$ cat src/rtl/cpu_debug_pkg.sv
// -----------------------------------------------------------------------------
// cpu_debug_pkg
// Shared types and constants for the CPU run/step/breakpoint controller.
//   - state_t     : controller FSM states
//   - watch_sel_t : LED watch-mux select codes, in display mux order
//   - FETCH_STAT_DEFAULT : CPU FSM state that marks an instruction boundary
// -----------------------------------------------------------------------------
package cpu_debug_pkg;

    typedef enum logic [1:0] {
        HALT      = 2'd0,
        STEP_CYC  = 2'd1,
        STEP_INST = 2'd2,
        RUN       = 2'd3
    } state_t;

    localparam logic [3:0] FETCH_STAT_DEFAULT = 4'd0;

    typedef enum logic [3:0] {
        WSEL_STAT          = 4'd0,
        WSEL_PC            = 4'd1,
        WSEL_IR            = 4'd2,
        WSEL_RS1           = 4'd3,
        WSEL_RS2           = 4'd4,
        WSEL_RD            = 4'd5,
        WSEL_WB_DATA       = 4'd6,
        WSEL_IMM32         = 4'd7,
        WSEL_LHS           = 4'd8,
        WSEL_RHS           = 4'd9,
        WSEL_ALU_OP        = 4'd10,
        WSEL_ALU_F         = 4'd11,
        WSEL_ALU_FLAGS     = 4'd12,
        WSEL_MDR           = 4'd13,
        WSEL_WB_DATA_SEL   = 4'd14,
        WSEL_PC_UPDATE_SEL = 4'd15
    } watch_sel_t;

endpackage

$ cat src/rtl/cpu_debug_ctrl_if.sv
// -----------------------------------------------------------------------------
// cpu_debug_ctrl_if
// Link between the debug controller and the CPU core.
//   cpu_ce     : CPU clock enable (controller -> CPU)
//   watch_stat : CPU FSM state    (CPU -> controller)
//   watch_pc   : CPU program counter (CPU -> controller)
// modport master : the debug controller
// modport slave  : the CPU core
// -----------------------------------------------------------------------------
interface cpu_debug_ctrl_if;
    logic        cpu_ce;
    logic [3:0]  watch_stat;
    logic [31:0] watch_pc;

    modport master (output cpu_ce, input  watch_stat, input  watch_pc);
    modport slave  (input  cpu_ce, output watch_stat, output watch_pc);
endinterface

$ cat src/rtl/btn_debounce.sv
// -----------------------------------------------------------------------------
// btn_debounce
// Synchronises a raw push button, filters bounce and emits a one-cycle pulse
// on each accepted press. Releases are filtered the same way but emit nothing.
//   clk, rst_n : clock, asynchronous active-low reset
//   i_btn      : raw asynchronous button level
//   o_press    : registered 1-cycle pulse on the filtered rising edge
// -----------------------------------------------------------------------------
module btn_debounce #(
    parameter logic [19:0] DEBOUNCE_CYCLES = 20'd1000000
) (
    input  logic clk,
    input  logic rst_n,
    input  logic i_btn,
    output logic o_press
);

    logic        r_sync1;
    logic        r_sync2;
    logic        r_level;
    logic [19:0] r_cnt;
    logic        r_press;

    // NOTE: sequential state uses non-blocking assignments so every flop
    // samples pre-edge values, making the two-stage synchroniser a real shift.
    always_ff @(posedge clk or negedge rst_n) begin
        if (!rst_n) begin
            r_sync1 <= 1'b0;
            r_sync2 <= 1'b0;
            r_level <= 1'b0;
            r_cnt   <= '0;
            r_press <= 1'b0;
        end else begin
            r_sync1 <= i_btn;
            r_sync2 <= r_sync1;
            r_press <= 1'b0;
            if (r_sync2 != r_level) begin
                // The DEBOUNCE_CYCLES-th consecutive differing sample flips the level.
                if (r_cnt == DEBOUNCE_CYCLES - 20'd1) begin
                    r_level <= r_sync2;
                    r_cnt   <= '0;
                    r_press <= r_sync2;
                end else begin
                    r_cnt <= r_cnt + 20'd1;
                end
            end else begin
                r_cnt <= '0;
            end
        end
    end

    assign o_press = r_press;

endmodule

$ cat src/rtl/cpu_debug_ctrl.sv
// -----------------------------------------------------------------------------
// cpu_debug_ctrl
// Run / single-cycle / single-instruction / halt controller for the multi-cycle
// RISC-V CPU, with PC breakpoint, cycle and instruction counters and the LED
// watch-mux select (manual switches or auto-scan).
//   cpu_clk, rst   : clock, asynchronous active-low reset
//   btn_step/run   : raw buttons (debounced internally)
//   sw_step_inst   : step granularity (0 cycle, 1 instruction)
//   bp_en, bp_addr : PC breakpoint
//   sw_auto_scan, sw_sel : watch-select source
//   cpu_bus        : cpu_ce out, watch_stat / watch_pc in
//   halted, step_err, led_mux_sel, cycle_count, inst_count : status outputs
// -----------------------------------------------------------------------------
module cpu_debug_ctrl
    import cpu_debug_pkg::*;
#(
    parameter logic [19:0] DEBOUNCE_CYCLES = 20'd1000000,
    parameter logic [31:0] DWELL_CYCLES    = 32'd50000000,
    parameter logic [3:0]  FETCH_STAT      = FETCH_STAT_DEFAULT,
    parameter logic [7:0]  STEP_TIMEOUT    = 8'd32
) (
    input  logic                    cpu_clk,
    input  logic                    rst,
    input  logic                    btn_step,
    input  logic                    btn_run,
    input  logic                    sw_step_inst,
    input  logic                    bp_en,
    input  logic [31:0]             bp_addr,
    input  logic                    sw_auto_scan,
    input  logic [3:0]              sw_sel,
    cpu_debug_ctrl_if.master        cpu_bus,
    output logic                    halted,
    output logic                    step_err,
    output logic [3:0]              led_mux_sel,
    output logic [31:0]             cycle_count,
    output logic [31:0]             inst_count
);

    logic        w_step_press;
    logic        w_run_press;
    logic        w_boundary;
    logic        w_bp_hit;
    logic        w_cpu_ce;

    state_t      r_state;
    logic        r_halted;
    logic        r_moved;
    logic [7:0]  r_to_cnt;
    logic        r_step_err;
    logic [31:0] r_cycle_cnt;
    logic [31:0] r_inst_cnt;
    logic [3:0]  r_led_sel;
    logic [31:0] r_dwell_cnt;
    logic        r_scan_d;

    btn_debounce #(.DEBOUNCE_CYCLES(DEBOUNCE_CYCLES)) u_db_step (
        .clk     (cpu_clk),
        .rst_n   (rst),
        .i_btn   (btn_step),
        .o_press (w_step_press)
    );

    btn_debounce #(.DEBOUNCE_CYCLES(DEBOUNCE_CYCLES)) u_db_run (
        .clk     (cpu_clk),
        .rst_n   (rst),
        .i_btn   (btn_run),
        .o_press (w_run_press)
    );

    assign w_boundary = (cpu_bus.watch_stat == FETCH_STAT);
    assign w_bp_hit   = bp_en && w_boundary && (cpu_bus.watch_pc == bp_addr);

    // cpu_ce is the one combinational output: the CPU must be frozen in the
    // very cycle it reaches the next fetch or the breakpoint, not one later.
    // 'moved' keeps the starting fetch cycle from counting as the stop point.
    always_comb begin
        // NOTE: default first so every path assigns w_cpu_ce and no latch forms.
        w_cpu_ce = 1'b0;
        case (r_state)
            HALT:      w_cpu_ce = 1'b0;
            STEP_CYC:  w_cpu_ce = 1'b1;
            STEP_INST: w_cpu_ce = !(r_moved && w_boundary);
            RUN:       w_cpu_ce = !(r_moved && w_bp_hit);
            default:   w_cpu_ce = 1'b0;
        endcase
    end

    assign cpu_bus.cpu_ce = w_cpu_ce;

    always_ff @(posedge cpu_clk or negedge rst) begin
        if (!rst) begin
            r_state    <= HALT;
            r_halted   <= 1'b1;
            r_moved    <= 1'b0;
            r_to_cnt   <= '0;
            r_step_err <= 1'b0;
        end else begin
            case (r_state)
                HALT: begin
                    if (w_run_press) begin
                        r_state  <= RUN;
                        r_halted <= 1'b0;
                        r_moved  <= 1'b0;
                    end else if (w_step_press) begin
                        r_state  <= sw_step_inst ? STEP_INST : STEP_CYC;
                        r_halted <= 1'b0;
                        r_moved  <= 1'b0;
                        r_to_cnt <= '0;
                    end
                end
                STEP_CYC: begin
                    r_state  <= HALT;
                    r_halted <= 1'b1;
                end
                STEP_INST: begin
                    if (!w_cpu_ce) begin
                        r_state  <= HALT;
                        r_halted <= 1'b1;
                    end else begin
                        r_moved  <= 1'b1;
                        r_to_cnt <= r_to_cnt + 8'd1;
                        if (r_to_cnt + 8'd1 == STEP_TIMEOUT) begin
                            r_state    <= HALT;
                            r_halted   <= 1'b1;
                            r_step_err <= 1'b1;
                        end
                    end
                end
                RUN: begin
                    if (w_cpu_ce) begin
                        r_moved <= 1'b1;
                    end
                    if (!w_cpu_ce || w_run_press) begin
                        r_state  <= HALT;
                        r_halted <= 1'b1;
                    end
                end
                default: begin
                    r_state  <= HALT;
                    r_halted <= 1'b1;
                end
            endcase
        end
    end

    always_ff @(posedge cpu_clk or negedge rst) begin
        if (!rst) begin
            r_cycle_cnt <= '0;
            r_inst_cnt  <= '0;
        end else if (w_cpu_ce) begin
            r_cycle_cnt <= r_cycle_cnt + 32'd1;
            if (w_boundary) begin
                r_inst_cnt <= r_inst_cnt + 32'd1;
            end
        end
    end

    always_ff @(posedge cpu_clk or negedge rst) begin
        if (!rst) begin
            r_led_sel   <= WSEL_STAT;
            r_dwell_cnt <= '0;
            r_scan_d    <= 1'b0;
        end else begin
            r_scan_d <= sw_auto_scan;
            if (!sw_auto_scan) begin
                r_led_sel   <= sw_sel;
                r_dwell_cnt <= '0;
            end else if (!r_scan_d) begin
                r_led_sel   <= WSEL_STAT;
                r_dwell_cnt <= '0;
            end else if (r_dwell_cnt == DWELL_CYCLES - 32'd1) begin
                r_dwell_cnt <= '0;
                r_led_sel   <= (r_led_sel == WSEL_PC_UPDATE_SEL) ? WSEL_STAT
                                                                 : r_led_sel + 4'd1;
            end else begin
                r_dwell_cnt <= r_dwell_cnt + 32'd1;
            end
        end
    end

    assign halted      = r_halted;
    assign step_err    = r_step_err;
    assign led_mux_sel = r_led_sel;
    assign cycle_count = r_cycle_cnt;
    assign inst_count  = r_inst_cnt;

endmodule

$ cat src/flat_wrapper.sv
// flat-port wrapper written by rule: the top's interface ports become plain ports
module cpu_debug_ctrl_flat import cpu_debug_pkg::*;
#(
    parameter logic [19:0] DEBOUNCE_CYCLES = 20'd1000000,
    parameter logic [31:0] DWELL_CYCLES    = 32'd50000000,
    parameter logic [3:0]  FETCH_STAT      = FETCH_STAT_DEFAULT,
    parameter logic [7:0]  STEP_TIMEOUT    = 8'd32
)
  (cpu_clk, rst, btn_step, btn_run, sw_step_inst, bp_en, bp_addr, sw_auto_scan, sw_sel, halted, step_err, led_mux_sel, cycle_count, inst_count, cpu_bus_cpu_ce, cpu_bus_watch_stat, cpu_bus_watch_pc);
  cpu_debug_ctrl_if cpu_bus_i ();
  input  logic cpu_clk;
  input  logic rst;
  input  logic btn_step;
  input  logic btn_run;
  input  logic sw_step_inst;
  input  logic bp_en;
  input  logic [31:0] bp_addr;
  input  logic sw_auto_scan;
  input  logic [3:0] sw_sel;
  output logic halted;
  output logic step_err;
  output logic [3:0] led_mux_sel;
  output logic [31:0] cycle_count;
  output logic [31:0] inst_count;
  output wire logic [$bits(cpu_bus_i.cpu_ce)-1:0] cpu_bus_cpu_ce;
  input wire logic [$bits(cpu_bus_i.watch_stat)-1:0] cpu_bus_watch_stat;
  input wire logic [$bits(cpu_bus_i.watch_pc)-1:0] cpu_bus_watch_pc;
  assign cpu_bus_cpu_ce = cpu_bus_i.cpu_ce;
  assign cpu_bus_i.watch_stat = cpu_bus_watch_stat;
  assign cpu_bus_i.watch_pc = cpu_bus_watch_pc;
  cpu_debug_ctrl #(.DEBOUNCE_CYCLES(DEBOUNCE_CYCLES), .DWELL_CYCLES(DWELL_CYCLES), .FETCH_STAT(FETCH_STAT), .STEP_TIMEOUT(STEP_TIMEOUT)) u_core (.cpu_clk(cpu_clk), .rst(rst), .btn_step(btn_step), .btn_run(btn_run), .sw_step_inst(sw_step_inst), .bp_en(bp_en), .bp_addr(bp_addr), .sw_auto_scan(sw_auto_scan), .sw_sel(sw_sel), .cpu_bus(cpu_bus_i), .halted(halted), .step_err(step_err), .led_mux_sel(led_mux_sel), .cycle_count(cycle_count), .inst_count(inst_count));
endmodule
$ cat config.mk
export PLATFORM = sky130hd
export DESIGN_NAME = cpu_debug_ctrl_flat
export DESIGN_NICKNAME = d
export VERILOG_FILES = /design/src/rtl/cpu_debug_pkg.sv /design/src/rtl/cpu_debug_ctrl_if.sv /design/src/rtl/btn_debounce.sv /design/src/rtl/cpu_debug_ctrl.sv /design/src/flat_wrapper.sv
export SDC_FILE = /design/constraint.sdc
export NUM_CORES = 1
export LEC_CHECK = 0
export ABC_CLOCK_PERIOD_IN_PS = 6800
export CAP_MARGIN = 20
export CORE_MARGIN = 2
export CORE_UTILIZATION = 30
export CTS_BUF_LIST = sky130_fd_sc_hd__clkbuf_16
export DETAILED_ROUTE_END_ITERATION = 8
export PLACE_DENSITY_LB_ADDON = 0.1
export RECOVER_POWER = 100
export SYNTH_ARGS = -nofsm -noshare
export SYNTH_HDL_FRONTEND = slang
export SYNTH_SLANG_ARGS = --single-unit
$ cat constraint.sdc
create_clock -name cpu_clk -period 6.8 [get_ports cpu_clk]
set_input_delay 2.04 -clock cpu_clk [delete_from_list [all_inputs] [get_ports cpu_clk]]
set_output_delay 2.04 -clock cpu_clk [all_outputs]
set_load 0.1 [all_outputs]
==> out/summary.txt <==
Clock sink total: 162
Vias in the first global route: 6176
Cell area after layout: 0.0106 sq mm
Die Ht: 168 um
Status: finished, violations left
Maxcap violations: 2
Clk_lat worst skew: 0.43 ns
Port bufs: 149
First-pass GRT wire length: 32500 um
Crit-path max FO: 3
Top cells by area, synth: dfrtp_1, xor2_1, xnor2_1
Initial antenna violation count: 0
CP max stage delay: 0.58 ns
Power per cell area: 201 mW/mm^2
Layout cells sized above 1: 5.04%
Post-synth top cells: dfrtp_1, xor2_1, nor2_1
Fin. Hold Viols: 0
FILL cells: 2653
Wire length per cell: 14.7 um
CP max stage cell: or4_1
Mapped Avg Cell Area: 10.0 sq um
Synth warn: 0
Fmax achieved: 159 MHz
Synthesized net count: 896
Core area: 0.0267 sq mm
Synth Flop Type: dfrtp_1
Placement Rows: 60
Required time of the critical path: 4.76 ns
Leakage: 4.78 nW
Final WL: 19300 um
Buffers inserted by post-CTS timing repair: 0
Clock transition at the registers of the reported paths: 0.07 ns
Synth top area share: 49.7%
Starting Density: 30.3%
Initial DRC Count: 432
Final WS setup: 0.520 ns
Synth Cell Area: 0.00810 sq mm
Htree depth: 4
Clock tree root driver cell: clkbuf_16
Antenna viol nets, final: 0
Hold buffer count at cts: 0
Rel. slew slack: -173%
Sequential fraction of the synthesis area: 50.1%
Drt drc: 0
CP arrival: 4.24 ns
Area leader, netlist: dfrtp_1
Largest net degree at the start of global routing: 162
Setup TNS: 0 ns
Antenna cell count: 0
Max VDD drop: 0.000136 V
Total gr overflow: 0
Area grow syn2layout: 30.7%
CTS tree: done
Fin crit share: 92.3%
RSZ-0062 raised after global routing: no
Total global-route track usage: 14.1%
R2r worst-path depth: 7
I/O pins: 150
Type of origin of the critical path: primary input
Yosys cell types: 46
Nets: 1046
Hold WC Path Type: reg -> reg
Post-DP Area: 0.00999 sq mm
DP HPWL: 13000 um
Worst slew pin tran: 4.09 ns
Final setup viols: 0
Slew Viols, Final: 194
Via density: 4.77
Asr flop ratio synth: 100%
CP endpoint kind: primary output
Die Wd: 168 um
Failing checks: capacitance limit, slew limit
Synth Instances: 810
Crit path kind: in -> out
Full die area: 0.0283 sq mm
Inserted Clock Buffers: 17
Post-synth EDFFs: 0
Count of cells resized by post-cts repair: 0
Length of the first detailed-routing pass in iterations: 6
Pre-CTS setup slack: 0.571 ns
Hold path cells: 0
CP cell instances: dlygate4sd3_1 > nor4_1 > nand4_1 > or4_1 > nor4_4 > nor2_1 > buf_12
Clock Path Buffers: 2
Min Tclk post-route: 6.28 ns
Top-count cell post-synth: dfrtp_1
Clock Skew: 0.0142 ns
Hold slack: 0.350 ns
#FFs+latches synth: 162
Final Wtd Congestion: 0.728
Vias: 6265
==> cells by family after synthesis <==
family | synth area share [%]
and+or+nand+nor | 25.6
DFF | 50.1
xor gates and xnor gates | 17.2
AOI/OAI and AO/OA | 3.21
buffers and inverters | 1.95
muxes | 0.927
adders and majority gates | 1.08
==> routing by layer <==
layer / up-vias / part of all wire, % / global-route usage, %
met1: 2985 / 49 / 19.6
met3: 17 / 4.5 / 2.94
met2: 125 / 45 / 22.0
met5: - / 0 / 0
met4: 0 / 1.3 / 4.31
li1: 3138 / - / -
==> area by class of cell <==
type	instances	area [sq um]	area share (%)
Sequential cell	162	4060	38.3
Multi-Input combinational cell	608	3890	36.8
Timing Repair Buffer	156	1540	14.5
Tap cell	341	427	4.03
Clock buffer	17	425	4.02
Clock inverter	15	194	1.83
Inverter	15	56.3	0.532
==> where the power goes <==
part / total [mW] / internal (mW) / switching (mW)
Combinational: 0.120 / 0.0583 / 0.0618
Sequential: 0.977 / 0.970 / 0.00687
Clock: 1.03 / 0.589 / 0.438
==> path summary, 6_finish.rpt <==
check / startpoint / end / slack (ns)
worst min register to register: u_core.u_db_step.r_sync1$_DFF_PN0_ / u_core.u_db_step.r_sync2$_DFF_PN0_ / 0.35
max in group asynchronous: rst / u_core.inst_count[4]$_DFFE_PN0P_ / 1.17
worst max-delay path: cpu_bus_watch_stat[1] / cpu_bus_cpu_ce / 0.52
min in group asynchronous: rst / u_core.r_moved$_DFFE_PN0P_ / 1.39
worst min-delay path: u_core.u_db_step.r_sync1$_DFF_PN0_ / u_core.u_db_step.r_sync2$_DFF_PN0_ / 0.35
worst max register to register: u_core.r_state[1]$_DFFE_PN0P_ / u_core.inst_count[1]$_DFFE_PN0P_ / 3.11
==> flip-flops by register name, summed over array words and instances (netlist names), 2 cells and up <==
| signal | count |
|---|---|
| u_core.u_db_step.r_cnt | 20 |
| u_core.r_dwell_cnt | 32 |
| u_core.inst_count | 32 |
| u_core.r_to_cnt | 8 |
| u_core.u_db_run.r_cnt | 20 |
| u_core.cycle_count | 32 |
| u_core.led_mux_sel | 4 |
| u_core.r_state | 2 |
==> cell usage in the layout, fill, tap and decap left out, drive strengths merged, types with 4 or more instances in the layout <==
master | Yosys | final
a21oi | 11 | 11
and4 | 10 | 10
xor2 | 114 | 114
nand3b | 6 | 6
xnor2 | 45 | 45
nor4b | 11 | 11
nor4 | 33 | 33
nand4 | 34 | 34
mux2 | 4 | 4
o21ai | 17 | 17
clkdlybuf4s50 | 0 | 73
or3 | 10 | 10
dlygate4sd3 | 0 | 74
nor2 | 88 | 88
nand2b | 7 | 7
and2 | 4 | 4
nand2 | 58 | 58
nor3 | 36 | 36
nand4b | 4 | 4
buf | 8 | 4
nand3 | 50 | 50
inv | 15 | 22
dfrtp | 161 | 161
clkbuf | 17 | 22
and3 | 26 | 26
ha | 7 | 7
or2 | 5 | 5
==> through the flow <==
stage	cells	power, mW	utilization, %
6_report	1314	2.12	39.6
5_1_grt	1314	2.21	39.6
4_1_cts	1313	2.17	39.7
3_5_place_dp	1281	1.12	37.4
3_3_place_gp	1281	1.12	37.4
2_1_floorplan	810	1.04	-
==> critical path, delay by kind of cell <==
family / cells / cell delay, ns
buffers and inverters: 2 / 0.72
and+or+nand+nor: 5 / 1.46
(Power assumes the default switching activity.)
